==> config.mk <==
export PLATFORM = sky130hd
export DESIGN_NAME = audio_i2s_tx
export DESIGN_NICKNAME = d
export VERILOG_FILES = /design/src/rtl/audio_i2s_tx_pkg.sv /design/src/rtl/audio_bclk_divider.sv /design/src/rtl/audio_i2s_tx.sv
export SDC_FILE = /design/constraint.sdc
export NUM_CORES = 1
export LEC_CHECK = 0
export ABC_CLOCK_PERIOD_IN_PS = 2350
export BUFFER_PORTS_ARGS = -buffer_cell sky130_fd_sc_hd__buf_4
export CORE_UTILIZATION = 45
export DETAILED_ROUTE_END_ITERATION = 8
export MAX_ROUTING_LAYER = met4
export SLEW_MARGIN = 30
export SYNTH_ARGS = -nofsm -noshare
export SYNTH_HDL_FRONTEND = slang
export SYNTH_SLANG_ARGS = --single-unit
==> constraint.sdc <==
create_clock -name i_clk -period 2.35 [get_ports i_clk]
set_input_delay 0.47 -clock i_clk [delete_from_list [all_inputs] [get_ports i_clk]]
set_output_delay 0.47 -clock i_clk [all_outputs]
set_load 0.01 [all_outputs]
==> src/rtl/audio_i2s_tx_pkg.sv <==
`default_nettype none
// +------------------------------------------------------------------+
// | audio_i2s_tx_pkg                                                 |
// | Shared audio constants and the unsigned-to-signed sample helper. |
// | Revision: 1.0                                                    |
// +------------------------------------------------------------------+
package audio_i2s_tx_pkg;

    localparam int              c_SAMPLE_W      = 8;
    localparam logic [7:0]      c_MIDSCALE      = 8'h80;
    localparam int              c_DEF_SLOT_BITS = 16;

    typedef logic [c_SAMPLE_W-1:0] sample_t;

    // Offset-binary to two's complement: inverting the MSB subtracts midscale.
    function automatic sample_t to_signed_sample(input sample_t s);
        return {~s[c_SAMPLE_W-1], s[c_SAMPLE_W-2:0]};
    endfunction

endpackage : audio_i2s_tx_pkg
`default_nettype wire

==> src/rtl/audio_bclk_divider.sv <==
`default_nettype none
// +------------------------------------------------------------------+
// | audio_bclk_divider                                               |
// | Divides the system clock into BCLK and flags the falling edge.   |
// | Revision: 1.0                                                    |
// +------------------------------------------------------------------+
module audio_bclk_divider #(
    parameter int CLK_DIV = 2
) (
    input  logic i_clk,
    input  logic i_rst_n,
    output logic o_bclk,
    output logic o_fall
);

    localparam int                 c_CNT_W    = (CLK_DIV > 1) ? $clog2(CLK_DIV) : 1;
    localparam logic [c_CNT_W-1:0] c_CNT_LAST = c_CNT_W'(CLK_DIV - 1);

    logic [c_CNT_W-1:0] r_cnt;
    logic               r_bclk;
    logic               w_term;

    assign w_term = (r_cnt == c_CNT_LAST);

    always_ff @(posedge i_clk) begin
        if (!i_rst_n) begin
            r_cnt  <= '0;
            r_bclk <= 1'b0;
        end else if (w_term) begin
            r_cnt  <= '0;
            r_bclk <= ~r_bclk;
        end else begin
            r_cnt  <= r_cnt + 1'b1;
        end
    end

    // High during the cycle whose closing edge drives BCLK 1->0, so the
    // consumer can update its outputs on that same edge.
    assign o_fall = w_term & r_bclk;
    assign o_bclk = r_bclk;

endmodule : audio_bclk_divider
`default_nettype wire

==> src/rtl/audio_i2s_tx.sv <==
`default_nettype none
// +------------------------------------------------------------------+
// | audio_i2s_tx                                                     |
// | 8-bit mixer sample to I2S serialiser, same slot on L and R.      |
// | Optional: AUDIO_I2S_UNDERRUN_CNT_EN adds a saturating counter.   |
// | Revision: 1.0                                                    |
// +------------------------------------------------------------------+
module audio_i2s_tx
    import audio_i2s_tx_pkg::*;
#(
    parameter int CLK_DIV   = 2,
    parameter int SLOT_BITS = c_DEF_SLOT_BITS
) (
    input  logic                  i_clk,
    input  logic                  i_rst_n,
    input  logic [c_SAMPLE_W-1:0] i_sample,
    input  logic                  i_sample_stb,
    output logic                  o_bclk,
    output logic                  o_lrclk,
    output logic                  o_sdata,
    output logic                  o_sample_req,
    output logic                  o_underrun,
    output logic                  o_overrun
`ifdef AUDIO_I2S_UNDERRUN_CNT_EN
    ,
    output logic [7:0]            o_underrun_count
`endif
);

    localparam int               c_FRAME_BITS = 2 * SLOT_BITS;
    localparam int               c_K_W        = $clog2(c_FRAME_BITS);
    localparam int               c_PAD_W      = SLOT_BITS - c_SAMPLE_W;
    localparam logic [c_K_W-1:0] c_K_LAST     = c_K_W'(c_FRAME_BITS - 1);
    localparam logic [c_K_W-1:0] c_K_LR_ON    = c_K_W'(SLOT_BITS - 1);
    localparam logic [c_K_W-1:0] c_K_RIGHT    = c_K_W'(SLOT_BITS);

    logic                  w_fall;
    logic [c_K_W-1:0]      r_k;
    logic [c_K_W-1:0]      w_k_next;
    logic                  w_load;
    logic                  w_lrclk_next;
    logic                  w_underrun;
    sample_t               w_load_sample;
    logic [SLOT_BITS-1:0]  w_load_word;

    logic [SLOT_BITS-1:0]  r_word;
    logic [SLOT_BITS-2:0]  r_shift;
    sample_t               r_hold;
    logic                  r_fresh;
    logic                  r_lrclk;
    logic                  r_sdata;
    logic                  r_req;
    logic                  r_underrun;
    logic                  r_overrun;

    audio_bclk_divider #(
        .CLK_DIV (CLK_DIV)
    ) u_bclk_div (
        .i_clk   (i_clk),
        .i_rst_n (i_rst_n),
        .o_bclk  (o_bclk),
        .o_fall  (w_fall)
    );

    assign w_k_next      = (r_k == c_K_LAST) ? '0 : r_k + 1'b1;
    assign w_load        = w_fall && (w_k_next == '0);
    // Word select switches one bit ahead of the slot it announces.
    assign w_lrclk_next  = (w_k_next >= c_K_LR_ON) && (w_k_next != c_K_LAST);
    // A strobe landing on the load edge goes straight into the frame.
    assign w_load_sample = i_sample_stb ? i_sample : r_hold;
    assign w_load_word   = {to_signed_sample(w_load_sample), {c_PAD_W{1'b0}}};
    assign w_underrun    = w_load & ~r_fresh & ~i_sample_stb;

    always_ff @(posedge i_clk) begin
        if (!i_rst_n) begin
            r_k        <= c_K_LAST;
            r_lrclk    <= 1'b0;
            r_sdata    <= 1'b0;
            r_word     <= '0;
            r_shift    <= '0;
            r_hold     <= c_MIDSCALE;
            r_fresh    <= 1'b0;
            r_req      <= 1'b0;
            r_underrun <= 1'b0;
            r_overrun  <= 1'b0;
        end else begin
            r_req      <= 1'b0;
            r_underrun <= 1'b0;
            r_overrun  <= 1'b0;

            if (w_fall) begin
                r_k     <= w_k_next;
                r_lrclk <= w_lrclk_next;
                if (w_load) begin
                    r_word     <= w_load_word;
                    r_sdata    <= w_load_word[SLOT_BITS-1];
                    r_shift    <= w_load_word[SLOT_BITS-2:0];
                    r_req      <= 1'b1;
                    r_underrun <= w_underrun;
                end else if (w_k_next == c_K_RIGHT) begin
                    r_sdata    <= r_word[SLOT_BITS-1];
                    r_shift    <= r_word[SLOT_BITS-2:0];
                end else begin
                    r_sdata    <= r_shift[SLOT_BITS-2];
                    r_shift    <= {r_shift[SLOT_BITS-3:0], 1'b0};
                end
            end

            if (i_sample_stb) begin
                r_hold    <= i_sample;
                r_fresh   <= ~w_load;
                r_overrun <= r_fresh & ~w_load;
            end else if (w_load) begin
                r_fresh   <= 1'b0;
            end
        end
    end

    assign o_lrclk      = r_lrclk;
    assign o_sdata      = r_sdata;
    assign o_sample_req = r_req;
    assign o_underrun   = r_underrun;
    assign o_overrun    = r_overrun;

`ifdef AUDIO_I2S_UNDERRUN_CNT_EN
    logic [7:0] r_urun_cnt;

    always_ff @(posedge i_clk) begin
        if (!i_rst_n) begin
            r_urun_cnt <= '0;
        end else if (w_underrun && (r_urun_cnt != 8'hFF)) begin
            r_urun_cnt <= r_urun_cnt + 8'd1;
        end
    end

    assign o_underrun_count = r_urun_cnt;
`endif

endmodule : audio_i2s_tx
`default_nettype wire

==> impl_metrics.toml <==
[status]
outcome = "finished clean"

[layout]
num-nets-final = 202
regArea_um2 = 721
fillCellCount = 317
antenna-diode-count = 0
area_delta_synth_final_pct = 14.3
multiInputGateArea_um2 = 840
post_route_cells_drive_above_1_share_pct = 26.3

[synth]
yosys-mux-area-fraction_pct = 15.0
netlist-cell-type-count = 34
syn-cell-area_um2 = 1650
yosys.area_share.xor_xnor_pct = 1.60
synth_simple_gate_area_share_pct = 15.8
largest_family_of_logic_cells_by_synthesized_area = "compound AO/OA/AOI/OAI gates"
ys_ff_latch = 36
synth_common_cells = "dfxtp_1 (36), nand2_1 (23), nor2_1 (17), a211oi_1 (13), mux2_2 (13)"
seq_area_frac_synth_pct = 43.8
synthMostInstantiatedCell = "dfxtp_1"
synth.yosys.warnings = 0
synth-edff-count = 0
syn_avg_cell_area_um2 = 9.57
synth_nets = 185
yosysTopAreaCell = "dfxtp_1"
synth_adder_area_share_pct = 1.52
synth_top_area_share_pct = 43.8
synthesized_area_fraction_occupied_by_ao_oa_aoi_and_oai_cells_pct = 16.9
most_used_dff_post_synth = "dfxtp_1"
synth_cells = 172
async_flop_share_pct = 0
synth.top_cells.by_area = "dfxtp_1 (44%), mux2_2 (8.9%), mux2i_1 (6.1%), a211oi_1 (5.9%), nand2_1 (5.2%)"

[die]
core_area_um2 = 3420
die_w_um = 62.5
design.die.area_um2 = 3910
design.portCount = 17
die_height_um = 62.5
rows = 21
start_util_pct = 48.2

[sta]
timing.hold.ws_ns = 0.393
timing.final.setup_violations = 0
final_hold_viol_count = 0
slew_headroom_pct = 70.7
fin_setup_tns_ns = 0
fin_crit_ns = 2.19
timing_max_transition_violations_final = 0
tightestPinTransition_ns = 0.440
rsz0062_at_grt = "false"
timing.clock.skew_ns = 0.0123
final_min_period_over_clock_period_pct = 93.0
maxClockFrequency_mhz = 457

[pwr]
total_leakage_power_nw = 0.767
pwr_density_cell_nw_per_um2 = 702
peakVddDrop_uv = 313

[detailed_routing]
dr_total_vias = 1216
drt_drc_violations_left = 0
drtIter0Drc = 65
drt_first_pass_iters = 4
routed_wire_length_per_instance_um = 13.1
routed_wl_mm = 3.09
final_antenna_net_count = 0
post_drt_via_cell_ratio = 5.15

[cts]
cts_htree_levels = 2
cts_tree = "done"
worstSkewPairLatency_ns = 0.34
ctsRootBufferMaster = "clkbuf_4"
worst_setup_hold_path_clk_slew_ns = 0.11
cts_sink_count = 36
cts_made_buffers = 5
cts_buffer_depth = 2

[worst_hold_path]
min_path_type = "input pin to flop"
min-delay-start = "i_sample[7]"
min_path_cells = 3

[grt]
grt_pass1_vias = 1155
grt_antenna_before_repair = 0
pin_count_of_the_biggest_net_entering_global_routing = 33
globalRouteTotalUtil_pct = 18.5
global_route.overflow_total = 0
grt_pass1_wl_mm = 5.40

[critical_path]
end_kind = "flop"
worst_path_required_ns = 2.64
crit_path_start_kind = "flop"
startpoint = "r_k[1]"
worst-setup-path-type = "flop to flop"
worst-r2r-cell-count = 7
critical_path_arrival_ns = 2.47
critical_path_peak_fanout = 8
worst_r2r_startpoint = "r_k[1]"

[placed_design]
place.gp.congestion = 0.902
detailed_place_hpwl_mm = 2.09
placement.io_buffers = 16

[run]
max_cap_viol_count = 0
## critical path: stages (launching register included)
cell and delay [ns]:
dfxtp_1 0.47, ha_2 0.30, and3_4 0.22, ha_1 0.35, buf_4 0.22, o21a_1 0.18
a211o_2 0.25, a21oi_1 0.14
## cells in the final DEF (no fill, tap or decap), types with 2 or more instances in the layout
master,Yosys,final
a211oi_1,13,13
xor2_1,2,2
clkbuf_4,0,5
nand3_1,3,3
mux2_2,13,13
and2_1,3,3
mux2i_1,10,10
buf_4,0,21
nor3_1,2,2
nor2_1,17,17
o21ai_0,10,10
nand2_1,23,23
inv_1,8,8
and3_1,2,2
dfxtp_1,36,36
## path summary, 6_finish.rpt
path                 to  slack [ns]
max          r_shift[8]        0.16
min           r_hold[7]        0.39
max reg2reg  r_shift[8]        0.16
min reg2reg   o_overrun        0.45
## what timing repair did
action                                  CTS  global route
resized for setup                         0             1
buffers inserted                          0             0
hold buffers                              0             0
endpoints found under the setup margin    0             2
## report_power, final
part	internal [mW]	switching, mW	total, mW	leakage (nW)
Combinational	0.111	0.124	0.235	0.431
Clock	0.223	0.204	0.427	0.0422
Sequential	0.641	0.0176	0.658	0.294
Total	0.974	0.346	1.32	0.767
## logic make-up (layout without fill, tap and decap cells)
| logic type | after synthesis | count (layout) |
|---|---|---|
| AND/OR/NAND/NOR | 56 | 56 |
| AO/OA/AOI/OAI | 33 | 33 |
| buffers and inverters | 19 | 37 |
| XOR/XNOR | 3 | 3 |
| flip-flops | 36 | 36 |
| multiplexers | 23 | 23 |
| adder cells (fa/ha/maj) | 2 | 2 |
## final cells by class
| class | count | area share [%] |
|---|---|---|
| well taps | 46 | 3.06 |
| repair buffers | 21 | 8.38 |
| flip-flops and latches | 36 | 38.3 |
| clock inverters | 2 | 1.86 |
| multi-input cells | 117 | 44.6 |
| clock buffers | 6 | 2.19 |
| inverters | 8 | 1.60 |
## layer usage
metal | global-route usage, % | vias up | wire length (µm)
met5 | - | - | 0
met4 | 8.72 | 0 | 65
met2 | 27.0 | 27 | 1360
met1 | 23.5 | 545 | 1520
met3 | 5.11 | 8 | 135
li1 | - | 636 | -
## state kept, by name, indices dropped and copies added, names as in the netlist, 5 cells and up
name	count
r_hold	8
r_shift	7
r_k	5
r_word	8
## metrics by stage
step                      setup WS, ns  instances  total power, mW  utilization, %  instance area [µm²]
after floorplan                  0.222        172            0.849               -                 1650
after global placement           0.255        228            0.901            52.8                 1800
after detailed placement         0.150        228            0.908            52.8                 1800
after CTS                        0.117        236             1.33            55.0                 1880
after global routing            0.0223        236             1.40            55.1                 1880
final                            0.164        236             1.32            55.1                 1880
No activity file was read; power rests on OpenSTA's default activity.
